`src/rtl/sin_generator.sv`:
```
// rtl/sin_generator.sv - free-running sine/negated-sine source with phase index
// Quarter-wave table with symmetry folding; outputs registered together each enabled clock.
module sin_generator #(
  parameter int SAMPLE_NUMBER = 256,
  parameter int SAMPLE_WIDTH  = 12
) (
  input  logic                                   clk,
  input  logic                                   arstn,
  input  logic                                   en,
  output logic signed [SAMPLE_WIDTH-1:0]         sin_out,
  output logic signed [SAMPLE_WIDTH-1:0]         neg_sin_out,
  output logic        [$clog2(SAMPLE_NUMBER)-1:0] cnt_out
);

  localparam int CNT_WIDTH = $clog2(SAMPLE_NUMBER);
  localparam int QUARTER   = SAMPLE_NUMBER / 4;
  localparam int QIDX_W    = CNT_WIDTH - 1;
  localparam int AMPLITUDE = (1 << (SAMPLE_WIDTH - 1)) - 1;
  localparam real PI       = 3.14159265358979323846;

  // First-quadrant values are non-negative, so +0.5 then truncate is round-half-away.
  function automatic logic [SAMPLE_WIDTH-1:0] quarter_value(input int k);
    real y;
    y = real'(AMPLITUDE) * $sin(2.0 * PI * real'(k) / real'(SAMPLE_NUMBER));
    return SAMPLE_WIDTH'($rtoi(y + 0.5));
  endfunction

  logic [SAMPLE_WIDTH-1:0] quarter_rom [0:QUARTER];

  for (genvar k = 0; k <= QUARTER; k++) begin : g_rom
    localparam logic [SAMPLE_WIDTH-1:0] ROM_VAL = quarter_value(k);
    assign quarter_rom[k] = ROM_VAL;
  end

  logic        [CNT_WIDTH-1:0]    ph;
  logic        [QIDX_W-1:0]       fold_idx;
  logic        [QIDX_W-1:0]       rom_idx;
  logic signed [SAMPLE_WIDTH-1:0] rom_mag;
  logic signed [SAMPLE_WIDTH-1:0] lut_val;

  // Odd quadrants read the table backwards; the second half of the period is negated.
  always_comb begin
    fold_idx = {1'b0, ph[CNT_WIDTH-3:0]};
    rom_idx  = fold_idx;
    if (ph[CNT_WIDTH-2]) begin
      rom_idx = QIDX_W'(QUARTER) - fold_idx;
    end
    rom_mag = $signed(quarter_rom[rom_idx]);
    lut_val = ph[CNT_WIDTH-1] ? -rom_mag : rom_mag;
  end

  always_ff @(posedge clk or negedge arstn) begin
    if (!arstn) begin
      ph          <= '0;
      sin_out     <= '0;
      neg_sin_out <= '0;
      cnt_out     <= '0;
    end else if (en) begin
      sin_out     <= lut_val;
      neg_sin_out <= -lut_val;
      cnt_out     <= ph;
      ph          <= ph + 1'b1;
    end
  end

endmodule

```
`config.mk`:
```
export PLATFORM = sky130hd
export DESIGN_NAME = sin_generator
export DESIGN_NICKNAME = d
export VERILOG_FILES = /design/src/rtl/sin_generator.sv
export SDC_FILE = /design/constraint.sdc
export NUM_CORES = 1
export LEC_CHECK = 0
export BUFFER_PORTS_ARGS = -buffer_cell sky130_fd_sc_hd__buf_2
export CELL_PAD_IN_SITES_DETAIL_PLACEMENT = 2
export CELL_PAD_IN_SITES_GLOBAL_PLACEMENT = 2
export CORE_UTILIZATION = 34
export CTS_CLUSTER_SIZE = 20
export DETAILED_ROUTE_END_ITERATION = 8
export GPL_ROUTABILITY_DRIVEN = 0
export PLACE_DENSITY_LB_ADDON = 0.3
export SYNTH_ARGS = -nofsm -noshare
export SYNTH_HDL_FRONTEND = slang
export SYNTH_SLANG_ARGS = --single-unit
export TNS_END_PERCENT = 30
```
`constraint.sdc`:
```
create_clock -name clk -period 10.4 [get_ports clk]
set_input_delay 2.08 -clock clk [delete_from_list [all_inputs] [get_ports clk]]
set_output_delay 2.08 -clock clk [all_outputs]
set_load 0.01 [all_outputs]
```
# ---- Word-level counts from Yosys, hierarchy flattened
# Memory sizes are Yosys's and may differ from the RTL's.
# Index checks and enable logic that the tools add are counted.
dict set report op_classes {
  n_eq_ne 0
  div_mod_pow 0
  n_shift 0
  n_mux 4
  n_addsub 4
  magnitude_cmp 1
  reduce_logical 0
  n_bitwise 1
  multipliers 0
}
# operator count
set ops {}
lappend ops {{$mux W12} 3}
lappend ops {{$neg A12 Y12} 2}
lappend ops {{$add A8 B1 Y8 const B} 1}
lappend ops {{$ge A8 B8 Y1 const B} 1}
lappend ops {{$not A7 Y8} 1}
lappend ops {{$mux W7} 1}
lappend ops {{$sub A7 B6 Y7 const A} 1}
dict set report word_totals {
  reg_bits 40
  ramBits 0
  latchBits 0
  out_inout_bits 32
  romBits 1536
  mem_count 1
}
# name words width read_ports rd_ports_with_merged_regs write_ports line
set memory_table {}
lappend memory_table {{(name not given)} 128 12 1 0 0 48} ;# rom_mag = $signed(quarter_rom[rom_idx]);

# ---- Longest topological paths before layout
dict set report depth {
  word_depth 9
  mapped_depth 23
}

# ---- Least setup slack after synthesis
# Ideal clock, no wire load.
dict set report synth_path {
  kind {register to register}
  startpoint {register ph[0]}
  endpoint {register neg_sin_out[8]}
  path_buffers 2
  setup_time_ps 125
  arrival_time_ps 4793
  required_time_ps 10275
  stages_incl_launch_ff 22
  setup_slack_ps 5483
  path_cell_list {dfrtp_1 buf_2 buf_1 inv_1 ha_1 nand2_1 o21ai_0 ha_1 nand2_1 o21ai_0 a2111oi_0 o32ai_1 a32oi_1 inv_1 ha_1 mux2i_1 ha_1 o21ai_0 a31oi_1 nand3_1 xnor2_1 mux2_2}
}
dict set report synth_via {
  elab_chain_len 9
}
# element line
set synth_lines {}
lappend synth_lines {{start, declared} 35} ;# logic [CNT_WIDTH-1:0] ph;
lappend synth_lines {{start signal, assigned} 62} ;# ph <= ph + 1'b1;
lappend synth_lines {{$sub A7 B6 Y7} 46} ;# rom_idx = QIDX_W'(QUARTER) - fold_idx;
lappend synth_lines {{$mux W7 (*)} 45} ;# if (ph[CNT_WIDTH-2]) begin
lappend synth_lines {{$not A7 Y8 (implied by the code) (*)} 48}
lappend synth_lines {{$mem_v2 Z128 W12 (*)} n/a}
lappend synth_lines {{$mux W12 (implied by the code) (*) (2 in series)} 48}
lappend synth_lines {{$neg A12 Y12} 49} ;# lut_val = ph[CNT_WIDTH-1] ? -rom_mag : rom_mag;
lappend synth_lines {{$mux W12 (*)} 49}
lappend synth_lines {{$neg A12 Y12 (*)} 60} ;# neg_sin_out <= -lut_val;
lappend synth_lines {{end signal, assigned} 60}
lappend synth_lines {{end, declared} 11} ;# output logic signed [SAMPLE_WIDTH-1:0] neg_sin_out,
# Mark *: on every way between the ends. The rest lies on a longest branch, timed or not. The select of a mux whose other input is x is not followed.
# A chain may end at the register's enable or synchronous reset.

# ---- Final worst setup path
dict set report layout_path {
  startpoint {register ph[1]}
  endpoint {register neg_sin_out[7]}
}
# The elaborated chain is that of the path after synthesis.

==> flow_metrics.env <==
export IMPL_worst_case_clock_skew_ns=0.00482
export IMPL_setup_total_negative_slack_ns=0
export IMPL_synth_top_family_by_area="compound AO/OA/AOI/OAI gates"
export IMPL_global_route_usage_met3_pct=2.25
export IMPL_commonest_cells_after_routing_fill_and_taps_aside="sky130_fd_sc_hd__o21ai_0 (41), sky130_fd_sc_hd__dfrtp_1 (39), sky130_fd_sc_hd__buf_2 (34), sky130_fd_sc_hd__nand2_1 (33), sky130_fd_sc_hd__nor2_1 (30)"
export IMPL_finalHoldViolCount=0
export IMPL_worst_setup_hold_path_clk_slew_ns=0.06
export IMPL_final_layout_size_suffix_gt1_share_pct=19.0
export IMPL_worst_slew_pin_transition_ns=0.950
export IMPL_antenna_left=0
export IMPL_root_buffer_master="sky130_fd_sc_hd__clkbuf_16"
export IMPL_drt_vias_per_instance=6.12
export IMPL_run_status="finished, final reports clean"
export IMPL_synth_cell_area_mm2=0.00401
export IMPL_drv_slew=0
export IMPL_worst_setup_path_start_kind="flip-flop"
export IMPL_post_cts_setup_buffers=0
export IMPL_regToRegStartpoint="ph[1]"
export IMPL_ioPinCount=35
export IMPL_synthesis_yosys_warnings=0
export IMPL_post_synth_and_or_nand_nor_area_fraction_pct=20.4
export IMPL_antenna_found_initial=0
export IMPL_gr_usage_met2_pct=38.1
export IMPL_ant_diodes=0
export IMPL_grt_most_used_layer="met2"
export IMPL_setup_repair_after_global_routing_missed_its_margin="false"
export IMPL_min_period_over_period_pct=56.5
export IMPL_route_vias_total=3897
export IMPL_synthesis_nets=506
export IMPL_synth_seq_area_share_pct=24.4
export IMPL_cpMaxStageDelayCell="sky130_fd_sc_hd__dfrtp_1"
export IMPL_finish_cell_count_without_fillers=637
export IMPL_synth_top_cells_by_area="sky130_fd_sc_hd__dfrtp_1 (24%), sky130_fd_sc_hd__mux2_2 (5.3%), sky130_fd_sc_hd__o21ai_0 (5.1%)"
export IMPL_synth_cells=488
export IMPL_muxShareOfSynthArea_pct=7.84
export IMPL_firstDrtPassIters=4
export IMPL_timing_max_slew_rel_slack_pct=36.7
export IMPL_critical_path_max_fanout=27
export IMPL_grt_first_pass_wirelength_mm=23.7
export IMPL_buffer_ports_inserted=34
export IMPL_synth_area_per_cell_um2=8.21
export IMPL_synth_enable_flop_cells=0
export IMPL_cpPeakStageDelay_ns=0.79
export IMPL_timing_hold_worst_class="flip-flop to flip-flop"
export IMPL_post_route_util_pct=38.3
export IMPL_cts_hold_buffers=0
export IMPL_cts_htree_levels=2
export IMPL_routedWlPerCell_um=22.3
export IMPL_post_cts_resize_count=0
export IMPL_clock_tree_from_tritoncts="done"
export IMPL_worst_skew_pair_late_latency_ns=0.29
export IMPL_max_cap_violations=0
export IMPL_grt_start_max_net_pins=48
export IMPL_synth_area_in_xor_xnor_pct=6.34
export IMPL_place_detailed_hpwl_mm=10.2
export IMPL_detailed_route_drc_error_count=0
export IMPL_overall_global_routing_usage_pct=23.9
export IMPL_async_flop_share_pct=100
export IMPL_fp_dieH_um=111
export IMPL_crit_required_ns=10.57
export IMPL_die_width_um=111
export IMPL_rows=39
export IMPL_setup_viol=0
export IMPL_finalWorstPathRequiredPeriod_ns=5.87
export IMPL_worst_path_cell_chain="inv_1, ha_1, buf_4, nor2b_1, xnor2_1, buf_4, inv_1, mux2i_1, o32ai_1, a221oi_1, nor2_1, ha_1, nand2b_1, a21oi_1, o211ai_1, nor3_1, nand3_1, xnor2_1, mux2_2"
export IMPL_max_clock_path_buffers=2
export IMPL_worst_endpoint_arrival_ns=6.05
export IMPL_post_synth_num_cell_types=77
export IMPL_synth_top_cell_by_area="sky130_fd_sc_hd__dfrtp_1"
export IMPL_route_final_wire_length_mm=14.2
export IMPL_grt_util_met1_pct=34.3
export IMPL_layout_cells_most_common="sky130_fd_sc_hd__o21ai_0"
export IMPL_postSynthRegisterBits=39
export IMPL_clock_sinks=39
export IMPL_grt_overflow_total=0
export IMPL_worst_setup_path_end_kind="flip-flop"
export IMPL_die_area_mm2=0.0122
export IMPL_detail_route_iter0_violations=240
export IMPL_max_freq_ghz=0.170
export IMPL_worst_hold_startpoint="neg_sin_out[9]"
export IMPL_complex_gate_fraction_of_the_synthesized_area_pct=28.8
export IMPL_area_growth_pct=9.56
export IMPL_first_global_vias=4132
export IMPL_final_setup_worst_slack_ns=4.53
export IMPL_synth_top_flop_cell="sky130_fd_sc_hd__dfrtp_1"
export IMPL_final_nets=511
export IMPL_crit_start="ph[1]"
export IMPL_synthDominantCellAreaShare_pct=24.4
export IMPL_synth_adder_area_share_pct=4.68
export IMPL_core_region_area_mm2=0.0115
export IMPL_start_util_pct=34.9
export IMPL_dpl_cell_count=629
export IMPL_cts_buffers_inserted=5
export IMPL_setup_worst_path_class="flip-flop to flip-flop"
export IMPL_place_worst_setup_slack_ns=4.66
==> layer usage <==
layer	wire (um)	part of all wire (%)
met4	259	1.8
met1	6770	48
met2	6620	47
met3	568	4.0
met5	0	0
==> cell families (layout without fill, tap and decap cells) <==
family / after synthesis / after routing
AOI/OAI and AO/OA: 159 / 159
and+or+nand+nor: 149 / 149
buffers and inverters: 68 / 74
DFF: 39 / 39
xor gates and xnor gates: 29 / 29
muxes: 29 / 29
adders and majority gates: 15 / 15
==> worst paths after layout <==
path | endpoint | slack, ns | cells past startpoint
max | neg_sin_out[7] | 4.53 | 19
min | neg_sin_out[9] | 0.49 | 2
max reg2reg | neg_sin_out[7] | 4.53 | 19
min reg2reg | neg_sin_out[9] | 0.49 | 2
max in group asynchronous | ph[3] | 7.94 | 1
min in group asynchronous | sin_out[9] | 1.91 | 1
==> metrics by stage <==
step	instance area (um2)	hold slack [ns]
6_report	4390	0.489
5_1_grt	4390	0.521
4_1_cts	4390	0.495
3_5_place_dp	4220	0.476
3_3_place_gp	4220	0.466
2_1_floorplan	4010	0.516
==> final cells by class <==
class	instances	area (um2)
multi-input cells	381	2730
well taps	143	179
fillers	1293	7080
inverters	21	78.8
clock buffers	6	139
clock inverters	2	35.0
flip-flops and latches	39	976
repair buffers	45	253
==> critical path: cells and delay by family (launching register included) <==
kind / cells / cell delay, ns
flip-flops: 1 / 0.79
AND/OR/NAND/NOR: 5 / 1.39
XOR/XNOR: 2 / 0.29
adder cells (fa/ha/maj): 2 / 0.53
AO/OA/AOI/OAI: 4 / 1.15
buffers and inverters: 4 / 1.07
multiplexers: 2 / 0.53
==> Yosys cell counts (all sizes together) (4+ instances only) <==
library cell and instances:
dfrtp 39, xnor2 20, clkbuf 20, buf 27, o31ai 13, ha 15, xor2 9, o21ai 43
nor2 30, a211o 4, a22oi 6, nand2b 11, and2 7, nor2b 8, nand3 12, and3 5
or2 4, a31oi 11, o211ai 8, nor3b 4, mux2 19, mux2i 10, nand4 6, a21oi 19
a311oi 4, a32oi 5, inv 20, nor3 11, nand2 33
==> flip-flops by register name, indices dropped and copies added (netlist names) <==
register     count
cnt_out          8
ph               8
neg_sin_out     11
sin_out         12
Power is left out: the tool's default activity adds up to more than one toggle a clock period on the data nets, which glitch-free logic cannot reach.
